## src/rtl/ws2812b_frame_ctrl.sv

```systemverilog
// Pixel buffer plus frame sequencer feeding a WS2812B bit driver.
// Colours are brightness-scaled on load and offered over a valid/ready handshake.
//
//   state | meaning
//   IDLE  | waiting for start with a non-zero length
//   LOAD  | read and scale the current pixel into the output register
//   OFFER | drv_valid high, holding data until the driver takes it
//   DRAIN | last pixel taken, waiting for driver to finish the reset gap
module ws2812b_frame_ctrl #(
  parameter int NUM_PIXELS = 8
) (
  input  logic        clk,
  input  logic        rst_n,
  input  logic        pix_we,
  input  logic [3:0]  pix_addr,
  input  logic [23:0] pix_data,
  input  logic [7:0]  bright,
  input  logic [4:0]  len,
  input  logic        start,
  input  logic        cont,
  output logic        busy,
  output logic        done,
  output logic [23:0] drv_data,
  output logic        drv_valid,
  output logic        drv_latch,
  input  logic        drv_ready
);
  localparam int AW = (NUM_PIXELS > 1) ? $clog2(NUM_PIXELS) : 1;
  localparam logic [4:0] NP = 5'(NUM_PIXELS);

  typedef enum logic [1:0] {IDLE, LOAD, OFFER, DRAIN} state_t;
  state_t state, state_nxt;

  logic [23:0]   pix_mem [2**AW];
  logic [1:0]    rst_sync;
  logic [AW-1:0] idx, idx_nxt;
  logic [4:0]    frame_len, frame_len_nxt;
  logic          busy_nxt, done_nxt, latch_nxt;
  logic [23:0]   data_nxt, cur_pix;
  logic          is_last, accept;

  function automatic logic [7:0] scale8(input logic [7:0] c, input logic [7:0] b);
    return 8'(({8'd0, c} * ({8'd0, b} + 16'd1)) >> 8);
  endfunction

  // Reset asserts immediately but start is only honoured once release has synchronised.
  always_ff @(posedge clk or negedge rst_n) begin
    if (!rst_n) rst_sync <= '0;
    else        rst_sync <= {rst_sync[0], 1'b1};
  end

  always_ff @(posedge clk or negedge rst_n) begin
    if (!rst_n) begin
      for (int i = 0; i < 2**AW; i++) pix_mem[i] <= '0;
    end else if (pix_we && ({1'b0, pix_addr} < NP)) begin
      pix_mem[pix_addr[AW-1:0]] <= pix_data;
    end
  end

  assign cur_pix   = pix_mem[idx];
  assign is_last   = (5'(idx) == (frame_len - 5'd1));
  assign accept    = start && (len != 5'd0) && rst_sync[1];
  assign drv_valid = (state == OFFER);

  always_comb begin
    state_nxt     = state;
    idx_nxt       = idx;
    frame_len_nxt = frame_len;
    busy_nxt      = busy;
    done_nxt      = 1'b0;
    data_nxt      = drv_data;
    latch_nxt     = drv_latch;
    case (state)
      IDLE: begin
        if (accept) begin
          frame_len_nxt = (len > NP) ? NP : len;
          idx_nxt       = '0;
          busy_nxt      = 1'b1;
          state_nxt     = LOAD;
        end
      end
      LOAD: begin
        data_nxt  = {scale8(cur_pix[23:16], bright), scale8(cur_pix[15:8], bright),
                     scale8(cur_pix[7:0], bright)};
        latch_nxt = is_last;
        state_nxt = OFFER;
      end
      OFFER: begin
        if (drv_ready) begin
          if (drv_latch) begin
            latch_nxt = 1'b0;
            state_nxt = DRAIN;
          end else begin
            idx_nxt   = idx + AW'(1);
            state_nxt = LOAD;
          end
        end
      end
      DRAIN: begin
        if (drv_ready) begin
          done_nxt = 1'b1;
          if (cont) begin
            idx_nxt   = '0;
            state_nxt = LOAD;
          end else begin
            busy_nxt  = 1'b0;
            state_nxt = IDLE;
          end
        end
      end
      default: state_nxt = IDLE;
    endcase
  end

  always_ff @(posedge clk or negedge rst_n) begin
    if (!rst_n) begin
      state     <= IDLE;
      idx       <= '0;
      frame_len <= '0;
      busy      <= 1'b0;
      done      <= 1'b0;
      drv_data  <= '0;
      drv_latch <= 1'b0;
    end else begin
      state     <= state_nxt;
      idx       <= idx_nxt;
      frame_len <= frame_len_nxt;
      busy      <= busy_nxt;
      done      <= done_nxt;
      drv_data  <= data_nxt;
      drv_latch <= latch_nxt;
    end
  end
endmodule

```

## config.mk

```make
export PLATFORM = sky130hd
export DESIGN_NAME = ws2812b_frame_ctrl
export DESIGN_NICKNAME = d
export VERILOG_FILES = /design/src/rtl/ws2812b_frame_ctrl.sv
export SDC_FILE = /design/constraint.sdc
export NUM_CORES = 1
export LEC_CHECK = 0
export BUFFER_PORTS_ARGS = -buffer_cell sky130_fd_sc_hd__buf_2
export CAP_MARGIN = 10
export CORE_MARGIN = 5
export CORE_UTILIZATION = 40
export CTS_BUF_LIST = sky130_fd_sc_hd__clkbuf_8
export CTS_CLUSTER_SIZE = 24
export DETAILED_ROUTE_END_ITERATION = 12
export PLACE_DENSITY = 0.59
export SKIP_LAST_GASP = 1
export SYNTH_ARGS = -nofsm -noshare
export SYNTH_HDL_FRONTEND = slang
export SYNTH_SLANG_ARGS = --single-unit
```

## constraint.sdc

```tcl
create_clock -name clk -period 7.2 [get_ports clk]
set_clock_uncertainty 0.15 [all_clocks]
set_input_delay 1.08 -clock clk [delete_from_list [all_inputs] [get_ports clk]]
set_output_delay 1.08 -clock clk [all_outputs]
set_load 0.01 [all_outputs]
```

Word-level counts from Yosys, hierarchy flattened --
Cells that the tools add are included. W data, S select, Z words.
Word-level totals: logic and storage cells 80, register bits after elaboration 231, output and inout port bits 28, input bits 47
Cells by class: equality and inequality tests 10, reduce and logical (&&, ||, !) cells 14, multiplexer cells 27, $add $sub $neg 3, magnitude comparators 5, multipliers 3, bitwise gates (word level) 2
Operators with widths (number):
- $bwmux W192 | 1
- $bmux W24 S3 | 1
- $demux W24 S3 | 1
- $mux W24 | 3
- $mul A8 B16 Y16 | 2
- $mul A8 B9 Y16 | 1
- $mux W3 | 5
- $ne A2 B2 Y1 const B | 5
- $add A8 B1 Y9 const B | 1
- $pmux W3 S3 | 1
- $ge A4 B4 Y1 const B | 2
- $mux W2 | 4
- $not A3 Y4 | 2
- $pmux W2 S4 | 1
- $mux W1 | 7
- $reduce_and A6 Y1 | 1
- $eq A3 B5 Y1 | 1
- $gt A5 B4 Y1 const B | 1
- $mux W5 | 1
- $reduce_bool A5 Y1 | 1
- $sub A5 B1 Y5 const B | 1
- $eq A2 B2 Y1 const B | 2
- $logic_and A1 B1 Y1 | 4
- $lt A4 B1 Y1 const B | 1
- 11 further kinds | 14

Depth between registers and ports, before layout --
depth after elaboration 6, depth in mapped cells 22, depth with buffers taken out 20

Worst setup path after synthesis --
OpenSTA, ideal clock, no wires.
path type input-to-reg, start point input port bright[0], end point register drv_data[20], path buffers 2, data required time 6.963 ns, path slack 1.244 ns, arrival time 5.720 ns, cell stages on the path 19, cells stage by stage ha_1 > nand3_1 > nor2_1 > xnor2_1 > clkbuf_1 > nor2_1 > fa_1 > fa_1 > fa_1 > inv_1 > fa_1 > inv_1 > ha_1 > clkbuf_1 > nand4_1 > or2_2 > a21oi_1 > mux2_1 > o211ai_1
On the way: word-level cells in the longest chain between the ends 2
RTL lines:
- start, declared | line 17 | input logic [7:0] bright,
- $add A8 B1 Y9 | line 43 | return 8'(({8'd0, c} * ({8'd0, b} + 16'd1)) >> 8);
- $mul A8 B16 Y16 | line 43
- end signal, assigned | line 130 | drv_data <= data_nxt;
- end, declared | line 23 | output logic [23:0] drv_data,
No other way between the ends. A chain may end at the register's enable or synchronous reset.

Worst setup path in the final report --
start point register idx[1], end point register drv_data[20]
On the way: word-level cells in the longest chain between the ends 5
RTL lines:
- start, declared | line 36 | logic [AW-1:0] idx, idx_nxt;
- start signal, assigned | line 126 | idx <= idx_nxt;
- $not A3 Y4 (implied by the code) | line 60 | assign cur_pix = pix_mem[idx];
- $bmux W24 S3 | line 60
- $mux W24 (implied by the code) (2 in series) | line 60
- $mul A8 B16 Y16 | line 43
No other way between the ends. The select of a mux whose other input is x is not followed.

==> impl.org <==
** Final layout
- The number of antenna diodes in the final layout is 0.
- # nets final :: 1,833
- Layout overhead on the synthesized area :: 11.7%
- Combined area of the multi-input logic cells :: between 10,000 and 15,000 um^2
- Count of fill cells added during filler insertion :: slightly below 4,000
- At the end of the flow the core is filled with cells to 0.450.
- In the final layout, flip-flops and latches occupy a little under 6000 um^2.
- Ratio of cells with drive above 1 in the final layout :: 0.265
- Post-Layout Cell Count :: approximately 2,100

** Logic synthesis
- Total of warnings raised by yosys :: 0
- Most common library cells after synthesis :: dfrtp_1, nor2_1, inv_1, mux2_2, fa_1
- Post-synth EDFFs :: 0
- Synthesized Nets :: approximately 1,700
- Sequential element share of the synthesized area :: 0.344
- Fraction of synthesis flops using an asynchronous set or reset pin :: 1.00
- Synthesis produced a netlist whose cell count is roughly 1,500.
- Library cell occupying the most area in the post-synthesis netlist :: dfrtp_1
- Synth Cell Area :: approximately 17,000 um^2
- Most common flop cell mapped by yosys :: dfrtp_1
- Ranked by total cell area, the synthesized netlist is headed by dfrtp_1, fa_1, mux2_2, ha_1, mux4_2.
- Yosys instantiated no cell more often than dfrtp_1.
- Distinct cell type count of the synthesized netlist :: 66
- Counting flops and latches in the post-synthesis netlist gives between 200 and 250.
- Average footprint of a synthesized cell :: roughly 11 um^2
- Top cell type's share of synthesized area :: 0.344

** Worst setup path
- Counting both buffers and inverters, the worst setup path holds a total of 2.
- Critical Path Slowest Stage Cell :: dfrtp_2
- Largest delay contributor family on the critical path :: adder cells
- Max FO, Critical Path :: 23
- STA classifies the critical path endpoint as a flop.
- The critical path goes through mux4_2 -> mux2i_2 -> nor2b_1 -> fa_1 -> fa_1 -> fa_1 -> inv_1 -> fa_1 -> inv_1 -> ha_1 -> nand4_1 -> or2_2 -> a21oi_1 -> mux2_1 -> o211ai_1.
- Classification of the worst setup path :: flop to flop
- STA classifies the critical path startpoint as a flop.
- Data required time of the worst path :: around 7600 ps
- Arrival time worst endpoint :: about 6600 ps
- The cell that appears most often on the critical path is fa_1.
- On the worst path, the slowest cell contributes a delay of about 800 ps.

** Clock network
- Number of buffers inserted by post-CTS setup repair :: 0
- Hold repair after CTS inserted 0 buffers.
- Clock latency at the later pin of the worst-skew pair :: 600 ps
- The clock passes through at most 3 buffers.
- After clock tree synthesis, the clock-pin slew on the worst setup and hold paths is ~60 ps.
- TritonCTS Buffers :: 42
- Post-CTS repair changed the size of 0 cells.
- CTS H-tree depth :: 2
- TritonCTS built the clock tree.
- The cell sitting at the root of the clock tree is a clkbuf_8.
- The clock net in this run drives a total of around 230 sinks.

** Die
- The total area inside the core boundary comes to around 42,000 um^2.
- between 70 and 80 I/O pins were placed.
- Area of the die :: between 40,000 and 50,000 um^2
- Cell Rows :: 75
- Vertical die dimension :: around 220 um
- For this configuration, the core starts out at a cell density of 0.403.
- The die is 215 um wide.

** Status
- Result of the run :: completed

** Global route
- The number of global-route vias before repair came to 12,100.
- Entering global routing, the biggest net connects 150 pins.
- For this run, the total global-route usage over all layers was measured as 0.171.
- Number of antenna violations at the first check in global routing :: 7
- The total overflow left after global routing is 0.
- Wire length of the first global-routing pass :: between 60,000 and 70,000 um

** Detailed routing
- In the routed design, unresolved DRC markers number 0.
- After detailed routing, the average wire length per cell comes to between 15 and 20 um.
- Summed over all layers, the routed wires come to 38,800 um.
- Via density per instance :: ~5.3
- The routed layout has roughly 11,000 vias.
- Number of detailed-route iterations in the first pass :: 4
- Antenna Violating Nets Remaining :: 0
- Starting DRT DRC Count :: between 400 and 500

** Placement
- Routability-driven placement finished with a final weighted congestion of between 0.8 and 0.9.
- Detailed placement ended at an HPWL of between 20,000 and 30,000 um.
- During placement, the flow inserted port buffers numbering 74.
- After detailed placement, the design holds a cell count of just over 2,000.

** STA
- The worst path needs a little over 6000 ps of the cycle, external delays included.
- Smallest hold slack :: 190 ps
- Setup repair after global routing left no endpoint under its margin.
- Worst slew margin :: 0.393
- After routing, the total negative slack on setup checks comes to 0 ps.
- Dividing the final minimum period by the clock period gives 0.864.
- Based on the critical path, the design can be clocked at up to between 0.15 and 0.2 GHz.
- Setup violations remaining at the end of the flow were counted as 0.
- The count of pins over their slew limit is 0.
- The hold violation total from the final report came to 0.
- Worst-margin pin slew :: roughly 900 ps

** Job
- Across the run, the number of max-cap violations was 0.

** Hold path
- The path class of the tightest hold or removal check is flop to flop.
cell usage in the layout (no fill, tap or decap), types with 4 or more instances in the layout:
cell | netlist | routed
nand4_1 | 8 | 8
and3_1 | 8 | 8
nor3_1 | 11 | 11
nor2b_1 | 21 | 21
inv_1 | 167 | 185
nand3_1 | 14 | 14
or2_2 | 8 | 8
mux2i_2 | 6 | 6
o21bai_1 | 4 | 4
clkbuf_8 | 0 | 49
nand2_1 | 49 | 48
buf_4 | 3 | 37
o211ai_1 | 6 | 6
fa_1 | 120 | 120
mux2_2 | 163 | 163
mux4_2 | 48 | 48
buf_2 | 10 | 73
o21a_1 | 6 | 6
xor2_1 | 8 | 5
mux2_1 | 32 | 32
o31ai_1 | 7 | 7
a21o_1 | 12 | 12
mux2i_1 | 16 | 16
o21ai_1 | 13 | 13
o21ai_0 | 15 | 15
dfrtp_1 | 231 | 228
or3_1 | 7 | 7
nand3b_1 | 6 | 6
ha_1 | 99 | 99
nand2b_1 | 13 | 12
a21oi_1 | 38 | 38
a31oi_1 | 4 | 4
xnor2_1 | 23 | 20
or2_1 | 21 | 21
nor2_1 | 180 | 179
buf_12 | 0 | 4
logic make-up (layout without fill, tap and decap cells):
kind of cell             after synthesis  after routing  share of synthesized area
AO/OA/AOI/OAI                        129            129                     0.0526
multiplexers                         268            268                      0.213
flip-flops                           231            231                      0.344
other                                  1              1                   0.000223
buffers and inverters                236            356                     0.0567
adder cells (fa/ha/maj)              219            219                      0.216
XOR/XNOR                              31             31                     0.0161
AND/OR/NAND/NOR                      362            362                      0.101
routing by layer:
metal,share of wire,track usage,vias to the layer above
li1,-,-,5166
met1,0.44,0.229,5794
met2,0.49,0.286,199
met3,0.047,0.0393,67
met4,0.019,0.0408,12
met5,0.0015,0,-
through the flow:
step	cell area, um^2	setup slack (ps)
2_1_floorplan	16800	1240
3_3_place_gp	18000	876
3_5_place_dp	18000	735
4_1_cts	18800	933
5_1_grt	18800	637
6_report	18800	982
flip-flops by register name, indices dropped and copies added, names as in the netlist:
name       count
pix_mem      192
drv_data      24
frame_len      5
idx            3
rst_sync       2
state          2
busy           1
done           1
drv_latch      1
final cells by class:
class | instances | share of cell area
multi-input combinational | 1010 | 0.540
clock inverter | 25 | 0.00766
clock buffer | 49 | 0.0359
tap | 539 | 0.0359
inverter | 167 | 0.0334
sequential | 231 | 0.308
timing repair buffer | 115 | 0.0393
final timing paths:
kind                        startpoint            to  slack (ps)  cells past startpoint
setup reg to reg                idx[1]  drv_data[20]         980                     15
setup / recovery                idx[1]  drv_data[20]         980                     15
hold reg to reg            rst_sync[0]   rst_sync[1]         190                      0
hold / removal             rst_sync[0]   rst_sync[1]         190                      0
min in group asynchronous        rst_n  drv_data[12]         310                      1
max in group asynchronous        rst_n   pix_mem[86]        5310                      2
Power is not shown: default switching activity piles up to over one toggle a cycle in this logic, so the estimate is an artifact.
